==> src/rtl/vec_add_pkg.sv <==
// ============================================================================
// Module  : vec_add_pkg
// Brief   : Shared FSM encodings and sizing helper for the vec_add scheduler.
// Revision: 1.0
// ============================================================================
`default_nettype none

`ifndef CLOG2
`define CLOG2(x) $clog2(x)
`endif

package vec_add_pkg;

  typedef enum logic [1:0] {
    ST_IDLE  = 2'd0,
    ST_START = 2'd1,
    ST_WAIT  = 2'd2,
    ST_ACK   = 2'd3
  } sched_state_t;

endpackage

`default_nettype wire

==> src/rtl/rr_arbiter.sv <==
// ============================================================================
// Module  : rr_arbiter
// Brief   : Combinational cyclic-priority pick: first request at or after ptr.
// Revision: 1.0
// ============================================================================
`default_nettype none

`ifndef CLOG2
`define CLOG2(x) $clog2(x)
`endif

module rr_arbiter #(
  parameter int NUM_REQ = 4,
  parameter int SEL_W   = `CLOG2(NUM_REQ)
) (
  input  logic [NUM_REQ-1:0] i_req,
  input  logic [SEL_W-1:0]   i_ptr,
  output logic [NUM_REQ-1:0] o_gnt,
  output logic [SEL_W-1:0]   o_idx,
  output logic               o_valid
);

  int               w_cand;
  logic [SEL_W-1:0] w_cand_idx;

  always_comb begin
    o_gnt      = '0;
    o_idx      = '0;
    o_valid    = 1'b0;
    w_cand     = 0;
    w_cand_idx = '0;
    for (int off = 0; off < NUM_REQ; off++) begin
      w_cand = int'(i_ptr) + off;
      if (w_cand >= NUM_REQ) w_cand = w_cand - NUM_REQ;
      w_cand_idx = SEL_W'(w_cand);
      if (!o_valid && i_req[w_cand_idx]) begin
        o_valid           = 1'b1;
        o_gnt[w_cand_idx] = 1'b1;
        o_idx             = w_cand_idx;
      end
    end
  end

endmodule

`default_nettype wire

==> src/rtl/vec_add_sched.sv <==
// ============================================================================
// Module  : vec_add_sched
// Brief   : Round-robin scheduler sharing one vec_add engine among requesters.
//           Optional watchdog enabled by defining VEC_ADD_SCHED_TIMEOUT_EN.
// Revision: 1.0
// ============================================================================
`default_nettype none

`ifndef CLOG2
`define CLOG2(x) $clog2(x)
`endif

module vec_add_sched
  import vec_add_pkg::*;
#(
  parameter int NUM_REQ        = 4,
  parameter int SEL_W          = `CLOG2(NUM_REQ),
  parameter int TIMEOUT_CYCLES = 1024
) (
  input  logic               i_clk,
  input  logic               i_rst,
  input  logic [NUM_REQ-1:0] i_req,
  output logic [NUM_REQ-1:0] o_gnt,
  output logic [SEL_W-1:0]   o_sel,
  output logic               o_busy,
  output logic               o_eng_start,
  input  logic               i_eng_done,
  output logic [NUM_REQ-1:0] o_ack,
  output logic               o_err
);

  if (NUM_REQ < 2) begin : g_bad_num_req
    $error("vec_add_sched: NUM_REQ must be >= 2");
  end
  if (TIMEOUT_CYCLES < 1) begin : g_bad_timeout
    $error("vec_add_sched: TIMEOUT_CYCLES must be >= 1");
  end

  sched_state_t       r_state;
  sched_state_t       w_state_nxt;
  logic [SEL_W-1:0]   r_ptr;
  logic [SEL_W-1:0]   r_sel;
  logic [NUM_REQ-1:0] r_gnt;
  logic [NUM_REQ-1:0] r_ack;
  logic               r_start;
  logic               r_busy;
  logic               w_timeout;

  logic [NUM_REQ-1:0] w_arb_gnt;
  logic [SEL_W-1:0]   w_arb_idx;
  logic               w_arb_valid;

  rr_arbiter #(
    .NUM_REQ (NUM_REQ),
    .SEL_W   (SEL_W)
  ) u_arb (
    .i_req   (i_req),
    .i_ptr   (r_ptr),
    .o_gnt   (w_arb_gnt),
    .o_idx   (w_arb_idx),
    .o_valid (w_arb_valid)
  );

  always_ff @(posedge i_clk or posedge i_rst) begin
    if (i_rst) r_state <= ST_IDLE;
    else       r_state <= w_state_nxt;
  end

  always_comb begin
    w_state_nxt = r_state;
    case (r_state)
      ST_IDLE:  if (w_arb_valid) w_state_nxt = ST_START;
      ST_START: w_state_nxt = ST_WAIT;
      ST_WAIT:  if (i_eng_done || w_timeout) w_state_nxt = ST_ACK;
      ST_ACK:   w_state_nxt = ST_IDLE;
      default:  w_state_nxt = ST_IDLE;
    endcase
  end

  // All outputs are registered; start/ack therefore appear one cycle after
  // the state that causes them.
  always_ff @(posedge i_clk or posedge i_rst) begin
    if (i_rst) begin
      r_ptr   <= '0;
      r_sel   <= '0;
      r_gnt   <= '0;
      r_ack   <= '0;
      r_start <= 1'b0;
      r_busy  <= 1'b0;
    end else begin
      r_start <= (r_state == ST_START);
      r_busy  <= (w_state_nxt != ST_IDLE);
      r_ack   <= '0;
      case (r_state)
        ST_IDLE: begin
          if (w_arb_valid) begin
            r_gnt <= w_arb_gnt;
            r_sel <= w_arb_idx;
          end
        end
        ST_WAIT: begin
          if (w_state_nxt == ST_ACK) r_ack <= r_gnt;
        end
        ST_ACK: begin
          r_gnt <= '0;
          r_ptr <= (r_sel == SEL_W'(NUM_REQ - 1)) ? '0 : r_sel + SEL_W'(1);
        end
        default: ;
      endcase
    end
  end

`ifdef VEC_ADD_SCHED_TIMEOUT_EN
  localparam int c_wd_w = $clog2(TIMEOUT_CYCLES + 1);

  logic [c_wd_w-1:0] r_wd;
  logic              r_err;

  // Fires on the TIMEOUT_CYCLES-th consecutive WAIT cycle without done.
  assign w_timeout = (r_state == ST_WAIT) && !i_eng_done &&
                     (r_wd == c_wd_w'(TIMEOUT_CYCLES - 1));

  always_ff @(posedge i_clk or posedge i_rst) begin
    if (i_rst) begin
      r_wd  <= '0;
      r_err <= 1'b0;
    end else begin
      if ((r_state == ST_WAIT) && (w_state_nxt == ST_WAIT)) r_wd <= r_wd + c_wd_w'(1);
      else                                                   r_wd <= '0;
      if (w_timeout) r_err <= 1'b1;
    end
  end

  assign o_err = r_err;
`else
  assign w_timeout = 1'b0;
  assign o_err     = 1'b0;
`endif

  assign o_gnt       = r_gnt;
  assign o_sel       = r_sel;
  assign o_busy      = r_busy;
  assign o_eng_start = r_start;
  assign o_ack       = r_ack;

endmodule

`default_nettype wire

==> config.mk <==
export PLATFORM = sky130hd
export DESIGN_NAME = vec_add_sched
export DESIGN_NICKNAME = d
export VERILOG_FILES = /design/src/rtl/vec_add_pkg.sv /design/src/rtl/rr_arbiter.sv /design/src/rtl/vec_add_sched.sv
export SDC_FILE = /design/constraint.sdc
export NUM_CORES = 1
export LEC_CHECK = 0
export BUFFER_PORTS_ARGS = -buffer_cell sky130_fd_sc_hd__buf_4
export CORE_UTILIZATION = 49
export CTS_BUF_LIST = sky130_fd_sc_hd__clkbuf_16
export DETAILED_ROUTE_END_ITERATION = 7
export HOLD_SLACK_MARGIN = 0.05
export PLACE_DENSITY_LB_ADDON = 0.12
export SKIP_CTS_REPAIR_TIMING = 1
export SLEW_MARGIN = 20
export SYNTH_ARGS = -nofsm -noshare
export SYNTH_HDL_FRONTEND = slang
export SYNTH_HIERARCHICAL = 1
export SYNTH_SLANG_ARGS = --single-unit
==> constraint.sdc <==
create_clock -name i_clk -period 5.1 [get_ports i_clk]
set_input_delay 0.51 -clock i_clk [delete_from_list [all_inputs] [get_ports i_clk]]
set_output_delay 0.51 -clock i_clk [all_outputs]
set_load 0.02 [all_outputs]
* Word-level counts from Yosys, hierarchy flattened
Index checks and enable logic that the tools add are counted.
** Storage, ports and cells
- Bits in registers :: 16
- Input port bits :: 7
- Output and inout port bits :: 13
- Word-level logic and storage cells :: 91
** Operators by class
- $add $sub $neg :: 8
- Order comparisons :: 12
- Eq/ne operators :: 6
- Muxes and demuxes :: 40
- Bitwise logic cells :: 3
- Reduce and logical (&&, ||, !) cells :: 15
** Operators by type and width (number)
- $mux 4 :: 7
- $mux 2 :: 11
- $lt 2x3->1 const B :: 4
- $mux 1 :: 12
- $or 4x4->4 :: 3
- $ge 3x3->1 const B :: 3
- $bmux 1 s2 :: 4
- $demux 1 s2 :: 4
- $eq 2x2->1 const B :: 4
- $ge 2x1->1 const B :: 4
- $pmux 2 s4 :: 1
- $pmux 4 s2 :: 1
- $sub 2x1->2 const B :: 4
- $logic_and 1x1->1 :: 7
- $add 2x2->3 const B :: 2
- $reduce_and 2->1 :: 2
- $reduce_bool 2->1 :: 2
- $add 2x1->3 const B :: 1
- $ge 2x3->1 const B :: 1
- $logic_not 1->1 :: 3
- $add 2x1->2 const B :: 1
- $eq 2x1->1 const B :: 1
- $logic_not 2->1 :: 1
- $ne 2x1->1 const B :: 1

* Depth between registers and ports, before layout
- Depth in word-level cells :: 19
- Depth in mapped cells :: 11
- Depth with buffers taken out :: 9

* Cells and area by module
The synthesis kept the hierarchy.
** Modules (own cells, without submodules)
- vec_add_sched :: times used 1, cells an instance 59, area an instance 716.9 µm², sequential area each 400.4 µm²
- rr_arbiter :: times used 1, cells an instance 45, area an instance 421.7 µm², sequential area each 0.0 µm²

* Worst setup path after synthesis
No wires, ideal clock.
- Path type :: reg2reg
- From :: register r_ptr[0]
- To :: register r_sel[1] (netlist: o_sel[1])
- Library setup time :: 0.125 ns
- Arrival :: 2.235 ns
- Required time :: 4.975 ns
- Path slack :: 2.740 ns
- Stages on the path, launching flop included :: 10
- Buffers on the path :: 2
- Period minus slack after synthesis :: 2.360 ns
- Cell sequence :: dfrtp_1 -> buf_6 -> inv_1 -> ha_1 -> mux4_2 -> buf_6 -> nor4b_4 -> nor2_1 -> a32o_1 -> mux2_2
** On the way
- Elaborated cells on any way between the ends :: 38
- Those cells by class :: add/sub (7); order compare (4); mux (20); reduce/logical (7)
** RTL lines
- start: declaration :: line vec_add_sched.sv:41 : logic [SEL_W-1:0] r_ptr;
- start signal: assignment :: line vec_add_sched.sv:106 : r_ptr <= (r_sel == SEL_W'(NUM_REQ - 1)) ? '0 : r_sel + SEL_W'(1);
- parallel branches: the longest is 13 deep, another holds $add 2x1->3
- $mux 2 * :: line rr_arbiter.sv:36 : if (!o_valid && i_req[w_cand_idx]) begin
- net w_arb_idx[1] :: line vec_add_sched.sv:50 : logic [SEL_W-1:0] w_arb_idx;
- end signal: assignment :: line vec_add_sched.sv:98 : r_sel <= w_arb_idx;
- end: declaration :: line vec_add_sched.sv:42 : logic [SEL_W-1:0] r_sel;
Mark *: on every way through the listed nets, which the timed path passes. The select of a mux whose other input is x is not followed.
A chain may end at the register's enable or synchronous reset.

* Worst setup path in the final report
- From :: register r_ptr[0]
- To :: register r_ack[0] (netlist: o_ack[0])
** On the way
- Longest elaborated chain between the ends :: 19
- Elaborated cells on any way between the ends :: 38
- Those cells by class :: add/sub (7); order compare (4); eq/ne (1); mux (20); reduce/logical (6)
** Ends and longest elaborated chain
- parallel branches: the longest is 13 deep, another holds $add 2x1->3
- $mux 1 * :: line rr_arbiter.sv:36
- net w_arb_valid :: line vec_add_sched.sv:51 : logic w_arb_valid;
- $mux 2 * :: line vec_add_sched.sv:72 : ST_IDLE: if (w_arb_valid) w_state_nxt = ST_START;
- $pmux 2 s4 * :: line vec_add_sched.sv:71 : case (r_state)
- $eq 2x2->1 * :: line vec_add_sched.sv:102 : if (w_state_nxt == ST_ACK) r_ack <= r_gnt;
- $mux 4 * :: line vec_add_sched.sv:102
- $mux 4 * :: line vec_add_sched.sv:94 : case (r_state)
- end signal: assignment :: line vec_add_sched.sv:102
- end: declaration :: line vec_add_sched.sv:44 : logic [NUM_REQ-1:0] r_ack;
Marks and branches as above.

==> impl_metrics.py <==
metrics = {
    "drt": {
        "drtIter0Drc": 14,
        "wl_um": 2100,
        "avgRoutedWirePerCell_um": 14.2,
        "via_per_inst": 5.62,
        "vias": 832,
        "detail-route-antenna-nets": 0,
        "drc": 0,
        "dr.pass1.iters": 4,
    },
    "grt": {
        "first_global_vias": 798,
        "globalRouteOverflowTotal": 0,
        "number_of_antenna_violations_at_the_first_check_in_global_routing": 0,
        "global_route.usage.total": 0.186,
        "grt_max_degree": 17,
        "global_route_wire_length_before_repair_um": 3510,
    },
    "power": {
        "share_clk_of_total_power": 0.165,
        "total_switching_power_mw": 0.371,
        "cell_internal_pwr_mw": 0.525,
        "power.share.sequential": 0.254,
        "power.ir.vdd_worst_mv": 0.402,
        "power_switching_share": 0.414,
        "total_leakage_power_nw": 0.637,
        "power.total_mw": 0.895,
        "power.combinational.fraction": 0.581,
        "cellPowerDensity_mw_per_mm2": 669,
    },
    "critical_path": {
        "worst-setup-path-type": "register to register",
        "worst_path_buf_inv": 1,
        "crit_required_ps": 5270,
        "cp-start-kind": "register",
        "worstPathCellList": "inv_1, ha_1, mux4_2, nor3_1, nand2b_1, and3b_1, o221ai_1, nor2_1",
        "worstPathArrival_ps": 2920,
        "rrSetupSlack_ps": 2350,
        "critical_path.top_delay_family": "simple AND/OR/NAND/NOR gates",
        "critical_path.max_stage_delay_ps": 680,
        "critical_path.endpoint_type": "register",
        "worstReg2RegStart": "r_ptr[0]$_DFFE_PP0P_",
        "rr_endpoint": "o_ack[0]$_DFF_PP0_",
        "crit_fanout": 14,
        "reg2reg_path_depth": 8,
        "critical-path-slowest-cell": "sky130_fd_sc_hd__dfrtp_1",
    },
    "final_layout": {
        "synthToLayoutAreaGrowth_pct": 17.6,
        "final_nets": 139,
        "n_antenna_cell": 0,
        "layout_commonest_cell": "sky130_fd_sc_hd__buf_4",
        "most-common-layout-cells": "sky130_fd_sc_hd__buf_4, sky130_fd_sc_hd__dfrtp_1, sky130_fd_sc_hd__nor2_1",
        "post_route_cells_drive_above_1_share": 0.275,
    },
    "cts": {
        "worst_case_clock_buffer_depth": 2,
        "cts_max_level": 1,
        "clk-insertion-delay-late_ps": 240,
        "cts_root_buffer": "sky130_fd_sc_hd__clkbuf_16",
        "cts_tree": "done",
        "cts_inserted_buffers": 3,
        "clock-sinks": 16,
        "clkSlewWorstSetupHoldPaths_ps": 50,
    },
    "sta": {
        "timing.clock.skew_ps": 1.42,
        "max_slew.worst_pin.slew_ps": 611,
        "timing.final.crit_share": 0.540,
        "grt_setup_unrepaired": "false",
        "layout_min_cycle_time_ps": 2750,
        "final_hold_viol_count": 0,
        "final_max_slew_viol_count": 0,
        "report.final.setup_viol": 0,
        "tns_ps": 0,
        "hold-worst-slack_ps": 343,
        "maxClockFrequency_mhz": 363,
        "final_critical_path_setup_slack_ps": 2350,
        "max_transition_margin": 0.593,
    },
    "synth": {
        "post_synthesis_adder_cell_area_fraction": 0.110,
        "synth.area.mux_share": 0.170,
        "synth.yosys.seq_area_share": 0.352,
        "synth.ff_latch_count": 16,
        "syn_area_mm2": 0.00114,
        "yosys_warnings": 6,
        "syn_avg_cell_area_um2": 10.9,
        "syn_inst": 104,
        "post_synth_num_cell_types": 32,
        "synth_top_family_by_area": "multiplexers",
        "synth_xor_xnor_area_share": 0,
        "synthSimpleGateAreaFrac": 0.140,
        "postSynthNetCount": 121,
        "area_fraction_in_compound_gates_after_synthesis": 0.153,
    },
    "floorplanning": {
        "core_area_mm2": 0.00219,
        "ios": 20,
        "std_cell_rows": 17,
        "dieHeight_um": 50.2,
        "fp.dieW_um": 50.2,
        "die_area_mm2": 0.00252,
        "initial_core_util": 0.520,
    },
    "placed_design": {
        "port-buffer-count": 18,
        "sum_of_net_half_perimeters_after_detailed_placement_um": 1540,
        "gp_congestion": 0.806,
        "dpl_worst_slack_ps": 2330,
    },
    "worst_hold_path": {
        "min-delay-path-class": "primary input to async pin",
    },
    "outcome": {
        "status": "finished clean",
    },
    "job": {
        "max_cap_viol_count": 0,
    },
}
-- area by class of cell --
| type | instances | area (um2) |
|---|---|---|
| Fill cell | 175 | 852 |
| Sequential cell | 16 | 400 |
| Clock buffer | 3 | 75.1 |
| Inverter | 10 | 37.5 |
| Multi-Input combinational cell | 73 | 656 |
| Timing Repair Buffer | 18 | 135 |
| Tap cell | 28 | 35.0 |
-- synth_stat cells, drive strengths merged --
library cell | n | share of area
mux2i | 4 | 0.035
a21oi | 1 | 0.0044
or2 | 2 | 0.011
nor2b | 2 | 0.018
inv | 10 | 0.033
and3b | 1 | 0.0077
mux4 | 4 | 0.086
conb | 1 | 0.0033
mux2 | 5 | 0.049
nor3 | 1 | 0.0044
nor4b | 1 | 0.021
clkbuf | 1 | 0.0033
a32o | 1 | 0.0088
nor2 | 11 | 0.036
nor4 | 1 | 0.0055
nand3b | 1 | 0.0066
nand2b | 2 | 0.011
a22oi | 8 | 0.053
a22o | 4 | 0.032
o31ai | 1 | 0.0066
o21ai | 6 | 0.026
and2b | 2 | 0.015
nand2 | 1 | 0.0033
o211ai | 1 | 0.0066
ha | 10 | 0.11
dfrtp | 16 | 0.35
o221ai | 2 | 0.015
buf | 4 | 0.036
-- through the flow --
stage,utilization,area (um2),cells
3_3_place_gp,0.577,1260,145
2_1_floorplan,-,1140,104
6_report,0.611,1340,148
4_1_cts,0.611,1340,148
5_1_grt,0.611,1340,148
3_5_place_dp,0.577,1260,145
-- worst max-delay path by stage --
| stage | end | start | cells past startpoint |
|---|---|---|---|
| after detailed placement | o_ack[1]$_DFF_PP0_ | r_ptr[0]$_DFFE_PP0P_ | 8 |
| after global placement | o_ack[3]$_DFF_PP0_ | r_ptr[0]$_DFFE_PP0P_ | 8 |
| after CTS | o_ack[1]$_DFF_PP0_ | r_ptr[0]$_DFFE_PP0P_ | 8 |
| after floorplan | o_sel[1]$_DFFE_PP0P_ | r_ptr[0]$_DFFE_PP0P_ | 9 |
| final | o_ack[0]$_DFF_PP0_ | r_ptr[0]$_DFFE_PP0P_ | 8 |
| after global routing | o_ack[2]$_DFF_PP0_ | r_ptr[0]$_DFFE_PP0P_ | 8 |
-- logic make-up (layout without fill, tap and decap cells) --
logic type      Yosys count  after routing
mux                      13             13
flops                    16             16
buf+inv                  15             31
simple gates             25             25
fa+ha+maj                10             10
compound gates           24             24
other cells               1              1
-- sequential cells by signal (all words and copies together) (netlist names) --
name	count
o_ack	4
o_gnt	4
o_sel	2
r_ptr	2
r_state	2
o_busy	1
o_eng_start	1
-- power groups by stage --
| stage | registers (mW) | clock network [mW] | logic [mW] |
|---|---|---|---|
| 2_1_floorplan | 0.238 | 0 | 0.416 |
| 3_3_place_gp | 0.226 | 0 | 0.513 |
| 3_5_place_dp | 0.230 | 0 | 0.514 |
| 4_1_cts | 0.228 | 0.151 | 0.518 |
| 5_1_grt | 0.235 | 0.156 | 0.568 |
| 6_report | 0.227 | 0.148 | 0.521 |
-- layer usage --
| layer | share of wire | track usage | routed length [um] |
|---|---|---|---|
| met5 | 0 | 0 | 0 |
| met4 | 0.0091 | 0.0571 | 19 |
| met3 | 0.041 | 0.0455 | 87 |
| met2 | 0.46 | 0.293 | 961 |
| met1 | 0.49 | 0.251 | 1030 |
(Power assumes the default switching activity.)
